===== config.mk =====
export PLATFORM = sky130hd
export DESIGN_NAME = zigbee_chip_spreader
export DESIGN_NICKNAME = d
export VERILOG_FILES = /design/src/rtl/zigbee_pkg.sv /design/src/rtl/zigbee_pn_lut.sv /design/src/rtl/zigbee_chip_spreader.sv
export SDC_FILE = /design/constraint.sdc
export NUM_CORES = 1
export LEC_CHECK = 0
export ABC_CLOCK_PERIOD_IN_PS = 2800
export BUFFER_PORTS_ARGS = -buffer_cell sky130_fd_sc_hd__buf_2
export CAP_MARGIN = 15
export CELL_PAD_IN_SITES_DETAIL_PLACEMENT = 1
export CELL_PAD_IN_SITES_GLOBAL_PLACEMENT = 1
export CORE_MARGIN = 5
export CORE_UTILIZATION = 45
export CTS_BUF_LIST = sky130_fd_sc_hd__clkbuf_2 sky130_fd_sc_hd__clkbuf_4 sky130_fd_sc_hd__clkbuf_8
export CTS_CLUSTER_DIAMETER = 150
export DETAILED_ROUTE_END_ITERATION = 8
export HOLD_SLACK_MARGIN = 0.02
export PLACE_DENSITY = 0.77
export SYNTH_ARGS = -nofsm -noshare
export SYNTH_HDL_FRONTEND = slang
export SYNTH_SLANG_ARGS = --single-unit

===== constraint.sdc =====
create_clock -name inClock -period 2.8 [get_ports inClock]
set_input_delay 0.42 -clock inClock [delete_from_list [all_inputs] [get_ports inClock]]
set_output_delay 0.42 -clock inClock [all_outputs]
set_load 0.02 [all_outputs]

===== src/rtl/zigbee_pkg.sv =====
// Shared constants and types for the 802.15.4 2.4 GHz chip spreader and its
// receive-side counterpart.
package zigbee_pkg;

    localparam int CHIPS_PER_SYMBOL = 32;

    // Bit 31 is chip c0, the first chip on air.
    localparam logic [31:0] PN_SYM0     = 32'hD9C3_522E;
    localparam logic [31:0] PN_ODD_MASK = 32'h5555_5555;

    typedef logic [3:0]                  symbol_t;
    typedef logic [CHIPS_PER_SYMBOL-1:0] chip_word_t;

    typedef enum logic {
        ST_IDLE,
        ST_SPREAD
    } spread_state_e;

endpackage


===== src/rtl/zigbee_pn_lut.sv =====
// Combinational 4-bit symbol to 32-chip PN word; also used by the RX correlator.
module zigbee_pn_lut
    import zigbee_pkg::*;
(
    input  logic [3:0]  i_symbol,
    output logic [31:0] o_chips
);

    logic [63:0] w_doubled;
    logic [4:0]  w_rot;
    logic [31:0] w_rotated;

    // Rotating right by 4k chips is a right shift of the doubled word, since c0 is the MSB.
    always_comb begin
        w_doubled = {PN_SYM0, PN_SYM0};
        w_rot     = {i_symbol[2:0], 2'b00};
        w_rotated = 32'(w_doubled >> w_rot);
        o_chips   = i_symbol[3] ? (w_rotated ^ PN_ODD_MASK) : w_rotated;
    end

endmodule


===== src/rtl/zigbee_chip_spreader.sv =====
// Pops 4-bit symbols from the symbol FIFO and emits their 32-chip PN sequences
// serially, gapless while symbols keep arriving.
module zigbee_chip_spreader
    import zigbee_pkg::*;
#(
    parameter int CLKS_PER_CHIP = 1
) (
    input  logic       inClock,
    input  logic       inReset,
    input  logic       inEnable,
    input  logic       inEmpty,
    input  logic [3:0] inData,
    output logic       outReadEnable,
    output logic       outChip,
    output logic       outChipValid,
    output logic       outChipStrobe,
    output logic [4:0] outChipIndex,
    output logic       outSymbolStart,
    output logic       outUnderrun,
    output logic       outBusy
);

    localparam int DIV_W = (CLKS_PER_CHIP > 1) ? $clog2(CLKS_PER_CHIP) : 1;
    localparam logic [DIV_W-1:0] DIV_MAX = DIV_W'(CLKS_PER_CHIP - 1);

    spread_state_e r_state, w_stateNext;

    logic             r_readEn, r_rdPend, r_nextValid;
    logic [3:0]       r_nextSym;
    logic [31:0]      r_shift;
    logic [DIV_W-1:0] r_div;
    logic [4:0]       r_idx;
    logic             r_chipValid, r_strobe, r_symStart, r_underrun;

    logic        w_load, w_underrun, w_divWrap, w_lastChip, w_fetch;
    logic [31:0] w_chips;

    zigbee_pn_lut u_lut (
        .i_symbol (r_nextSym),
        .o_chips  (w_chips)
    );

    assign w_divWrap  = (r_div == DIV_MAX);
    assign w_lastChip = w_divWrap && (r_idx == 5'(CHIPS_PER_SYMBOL - 1));
    // A read in flight counts as occupying the buffer, so only one is ever outstanding.
    assign w_fetch    = inEnable && !inEmpty && !r_nextValid && !r_readEn && !r_rdPend;

    always_ff @(posedge inClock or posedge inReset) begin
        if (inReset) r_state <= ST_IDLE;
        else         r_state <= w_stateNext;
    end

    always_comb begin
        w_stateNext = r_state;
        w_load      = 1'b0;
        w_underrun  = 1'b0;
        case (r_state)
            ST_IDLE: begin
                if (r_nextValid && inEnable) begin
                    w_load      = 1'b1;
                    w_stateNext = ST_SPREAD;
                end
            end
            ST_SPREAD: begin
                if (w_lastChip) begin
                    if (r_nextValid && inEnable) begin
                        w_load = 1'b1;
                    end else begin
                        w_stateNext = ST_IDLE;
                        w_underrun  = inEnable;
                    end
                end
            end
            default: w_stateNext = ST_IDLE;
        endcase
    end

    always_ff @(posedge inClock or posedge inReset) begin
        if (inReset) begin
            r_readEn    <= 1'b0;
            r_rdPend    <= 1'b0;
            r_nextValid <= 1'b0;
            r_nextSym   <= '0;
            r_shift     <= '0;
            r_div       <= '0;
            r_idx       <= '0;
            r_chipValid <= 1'b0;
            r_strobe    <= 1'b0;
            r_symStart  <= 1'b0;
            r_underrun  <= 1'b0;
        end else begin
            r_readEn   <= w_fetch;
            r_rdPend   <= r_readEn;
            r_strobe   <= 1'b0;
            r_symStart <= 1'b0;
            r_underrun <= w_underrun;
            if (r_rdPend) begin
                r_nextSym   <= inData;
                r_nextValid <= 1'b1;
            end else if (w_load) begin
                r_nextValid <= 1'b0;
            end
            if (w_load) begin
                r_shift     <= w_chips;
                r_idx       <= '0;
                r_div       <= '0;
                r_chipValid <= 1'b1;
                r_strobe    <= 1'b1;
                r_symStart  <= 1'b1;
            end else if (r_state == ST_SPREAD) begin
                if (w_lastChip) begin
                    // Clearing the shifter keeps outChip at 0 while idle.
                    r_shift     <= '0;
                    r_idx       <= '0;
                    r_div       <= '0;
                    r_chipValid <= 1'b0;
                end else if (w_divWrap) begin
                    r_shift  <= {r_shift[30:0], 1'b0};
                    r_idx    <= r_idx + 5'd1;
                    r_div    <= '0;
                    r_strobe <= 1'b1;
                end else begin
                    r_div <= r_div + 1'b1;
                end
            end
        end
    end

    assign outReadEnable  = r_readEn;
    assign outChip        = r_shift[31];
    assign outChipValid   = r_chipValid;
    assign outChipStrobe  = r_strobe;
    assign outChipIndex   = r_idx;
    assign outSymbolStart = r_symStart;
    assign outUnderrun    = r_underrun;
    assign outBusy        = (r_state != ST_IDLE) || r_readEn || r_rdPend || r_nextValid;

endmodule


==> flow_metrics.tcl <==
set metrics [dict create \
    max-vdd-ir-drop_mv 0.626 \
    power.internal_mw 1.92 \
    drtPass1Iterations 4 \
    power.share.clock_pct 18.5 \
    hold_slack_ns 0.252 \
    power_switching_share_pct 41.8 \
    clock_sinks 49 \
    critical_path_peak_fanout 20 \
    syn_nets 303 \
    worst_ep_required_time_ns 3.01 \
    timing.final.hold_violations 0 \
    hpwlAfterDp_um 4840 \
    final_cell_mix "49 x dfrtp_1, 34 x nand2_1, 33 x o21ai_0, 20 x a21oi_1, 19 x buf_2" \
    dpl.cell_count 366 \
    detail_route.iter0.violations 127 \
    num-fill-cells 689 \
    finalWirelength_um 7050 \
    core.rowCount 28 \
    clk_pin_slew_worst_paths_ns 0.10 \
    cts_tree "done" \
    crit_chain "ha_1, and3_1, ha_1, nand2b_4, nand2_2, inv_2, nor3b_1, o32a_1" \
    fin_setup_tns_ns 0 \
    slew_margin_rel_pct 36.5 \
    leakagePower_nw 1.31 \
    via_per_inst 5.82 \
    power_mw 3.29 \
    post-place-ws_ns 0.531 \
    die_y_um 87.2 \
    postSynthAreaPerCell_um2 9.36 \
    dpl-instance-area_um2 2800 \
    largest_register_by_flop_count "r_shift" \
    synth.top_cell.area_share_pct 45.7 \
    hp-class "primary input to asynchronous set/reset pin" \
    max-clock-path-buffers 2 \
    drc_errors 0 \
    critical_path_class "flop to flop" \
    groute.usage.overall_pct 20.8 \
    power.net_switching_mw 1.37 \
    outcome "completed" \
    ys_ff_latch 49 \
    comb_power_share_pct 44.9 \
    buffer_ports.inserted 19 \
    detail-route-antenna-nets 0 \
    grt_start_max_net_pins 50 \
    globalRoute.totalOverflow 0 \
    cts-resized-gates 0 \
    seq_power_share_pct 36.6 \
    seq_area_frac_synth_pct 45.7 \
    gp_congestion 0.852 \
    setup_viol 0 \
    ys_top_cells_by_area "dfrtp_1 46%, o21ai_0 6.2%, nand2_1 4.8%" \
    cts_setup_buffers 0 \
    finish.utilization_pct 50.2 \
    antenna-diode-count 0 \
    largest_register_ff_count 32 \
    finalNonFillerCells 374 \
    commonest_non_fill_non_tap_cell_in_the_layout "dfrtp_1" \
    crit_path_end_kind "flop" \
    ys.warnings.count 0 \
    latest_clock_arrival_within_the_worst_skew_pair_ns 0.32 \
    cpMaxStageDelayCell "dfrtp_1" \
    largest_incremental_delay_on_the_critical_path_ns 0.46 \
    final.period_utilization_pct 83.4 \
    core_um2 5850 \
    max_cap_violations 0 \
    power_density_nw_per_um2 1120 \
    num_io_pins 20 \
    routed-via-count 2176 \
    post_synthesis_instance_area_um2 2690 \
    finClkSkew_ns 0.00880 \
    fin_nets 314 \
    worst_slack_ns 0.464 \
    post-synth-top-area-cell "dfrtp_1" \
    final_cell_area_um2 2940 \
    final_max_slew_viol_count 0 \
    route.detailed.wl_per_inst_um 18.8 \
    first_global_vias 2364 \
    synthToLayoutAreaGrowth_pct 9.37 \
    grt_antenna_before_repair 0 \
    dieArea_um2 7610 \
    initial_util_pct 45.9 \
    synth_cell_type_count 43 \
    cts_htree_levels 2 \
    arrival_time_at_the_worst_endpoint_ns 2.55 \
    tightestPinTransition_ns 0.953 \
    setup.worst_path.start_class "flop" \
    numCtsBuffers 5 \
    clock_tree.root_cell "clkbuf_8" \
    synthesis.instances 287 \
    grt_pass1_wl_um 12200 \
    drive_above_1_share_pct 15.4 \
    die_x_um 87.2 \
    cts_hold_repair.buffers 0 \
    max_freq_ghz 0.428 \
    critical-path-top-cell-by-count "ha_1" \
    period_needed_ns 2.34 \
    grt_setup_unrepaired "false" \
]
## routing by layer
layer | GRT usage, % | wire [um] | vias to the layer above
met1 | 28.2 | 3320 | 1100
met4 | 6.14 | 108 | 0
met3 | 3.78 | 251 | 8
li1 | - | - | 1034
met5 | 0 | 0 | -
met2 | 33.8 | 3370 | 34
## final timing paths
| kind | startpoint | endpoint | slack (ns) | cells after the start |
|---|---|---|---|---|
| worst max register to register | outChipIndex[0] | r_shift[17] | 0.46 | 8 |
| max in group asynchronous | inReset | r_nextValid | 2.10 | 3 |
| worst min-delay path | inReset | r_shift[21] | 0.25 | 3 |
| worst max-delay path | outChipIndex[0] | r_shift[17] | 0.46 | 8 |
| worst min register to register | outReadEnable | r_rdPend | 0.43 | 0 |
| min in group inClock | inEmpty | outReadEnable | 0.25 | 2 |
## Yosys cell counts
library cell / number
a211oi_1: 1
a21o_1: 2
a21oi_1: 20
a22oi_1: 7
a31oi_1: 9
a32o_1: 2
a32oi_1: 10
and2_1: 1
and2_4: 1
and3_1: 1
buf_1: 1
buf_2: 12
buf_4: 1
buf_6: 4
clkbuf_1: 6
dfrtp_1: 49
ha_1: 8
inv_1: 7
inv_2: 1
mux2_2: 2
mux2i_1: 3
nand2_1: 34
nand2_2: 1
nand2b_1: 6
nand2b_4: 1
nand3_1: 2
nand4_1: 1
nor2_1: 18
nor2b_1: 6
nor3b_1: 2
nor4_1: 1
o211a_1: 2
o211ai_1: 1
o21ai_0: 33
o21ai_1: 5
o221ai_1: 3
o22a_1: 1
o32a_1: 2
or2_2: 2
or4_1: 1
xnor2_1: 10
xnor2_2: 1
xor2_1: 6
## worst max-delay path: cells and delay by family, from the launching register on
| family | cells | cell delay (ns) |
|---|---|---|
| and+or+nand+nor | 4 | 0.74 |
| adders and majority gates | 2 | 0.56 |
| DFF | 1 | 0.46 |
| AOI/OAI and AO/OA | 1 | 0.29 |
| buffers and inverters | 1 | 0.17 |
## final cells by class
type | instances | area [um2] | share of cell area [%]
multi-input combinational | 206 | 1290 | 43.9
timing repair buffer | 28 | 163 | 5.54
clock inverter | 3 | 65.1 | 2.22
inverter | 8 | 30.0 | 1.02
clock buffer | 5 | 68.8 | 2.34
sequential | 49 | 1230 | 41.8
tap | 75 | 93.8 | 3.20
## power groups by stage
stage | logic [mW] | registers (mW) | clock network, mW
floorplan | 1.20 | 1.12 | 0
global placement | 1.44 | 1.20 | 0
detailed placement | 1.48 | 1.22 | 0
CTS | 1.49 | 1.20 | 0.620
global route | 1.67 | 1.24 | 0.657
finish | 1.48 | 1.20 | 0.609
## cells by family (layout without fill, tap and decap cells)
group                    count (synthesis)  count (layout)  share of synthesized area [%]
AND/OR/NAND/NOR                         78              78                           13.7
AO/OA/AOI/OAI                           98              98                           22.8
buffers and inverters                   32              44                           6.29
flip-flops                              49              49                           45.7
multiplexers                             5               5                           1.96
XOR/XNOR                                17              17                           5.82
adder cells (fa/ha/maj)                  8               8                           3.73
Power figures use the tool's default switching activity.
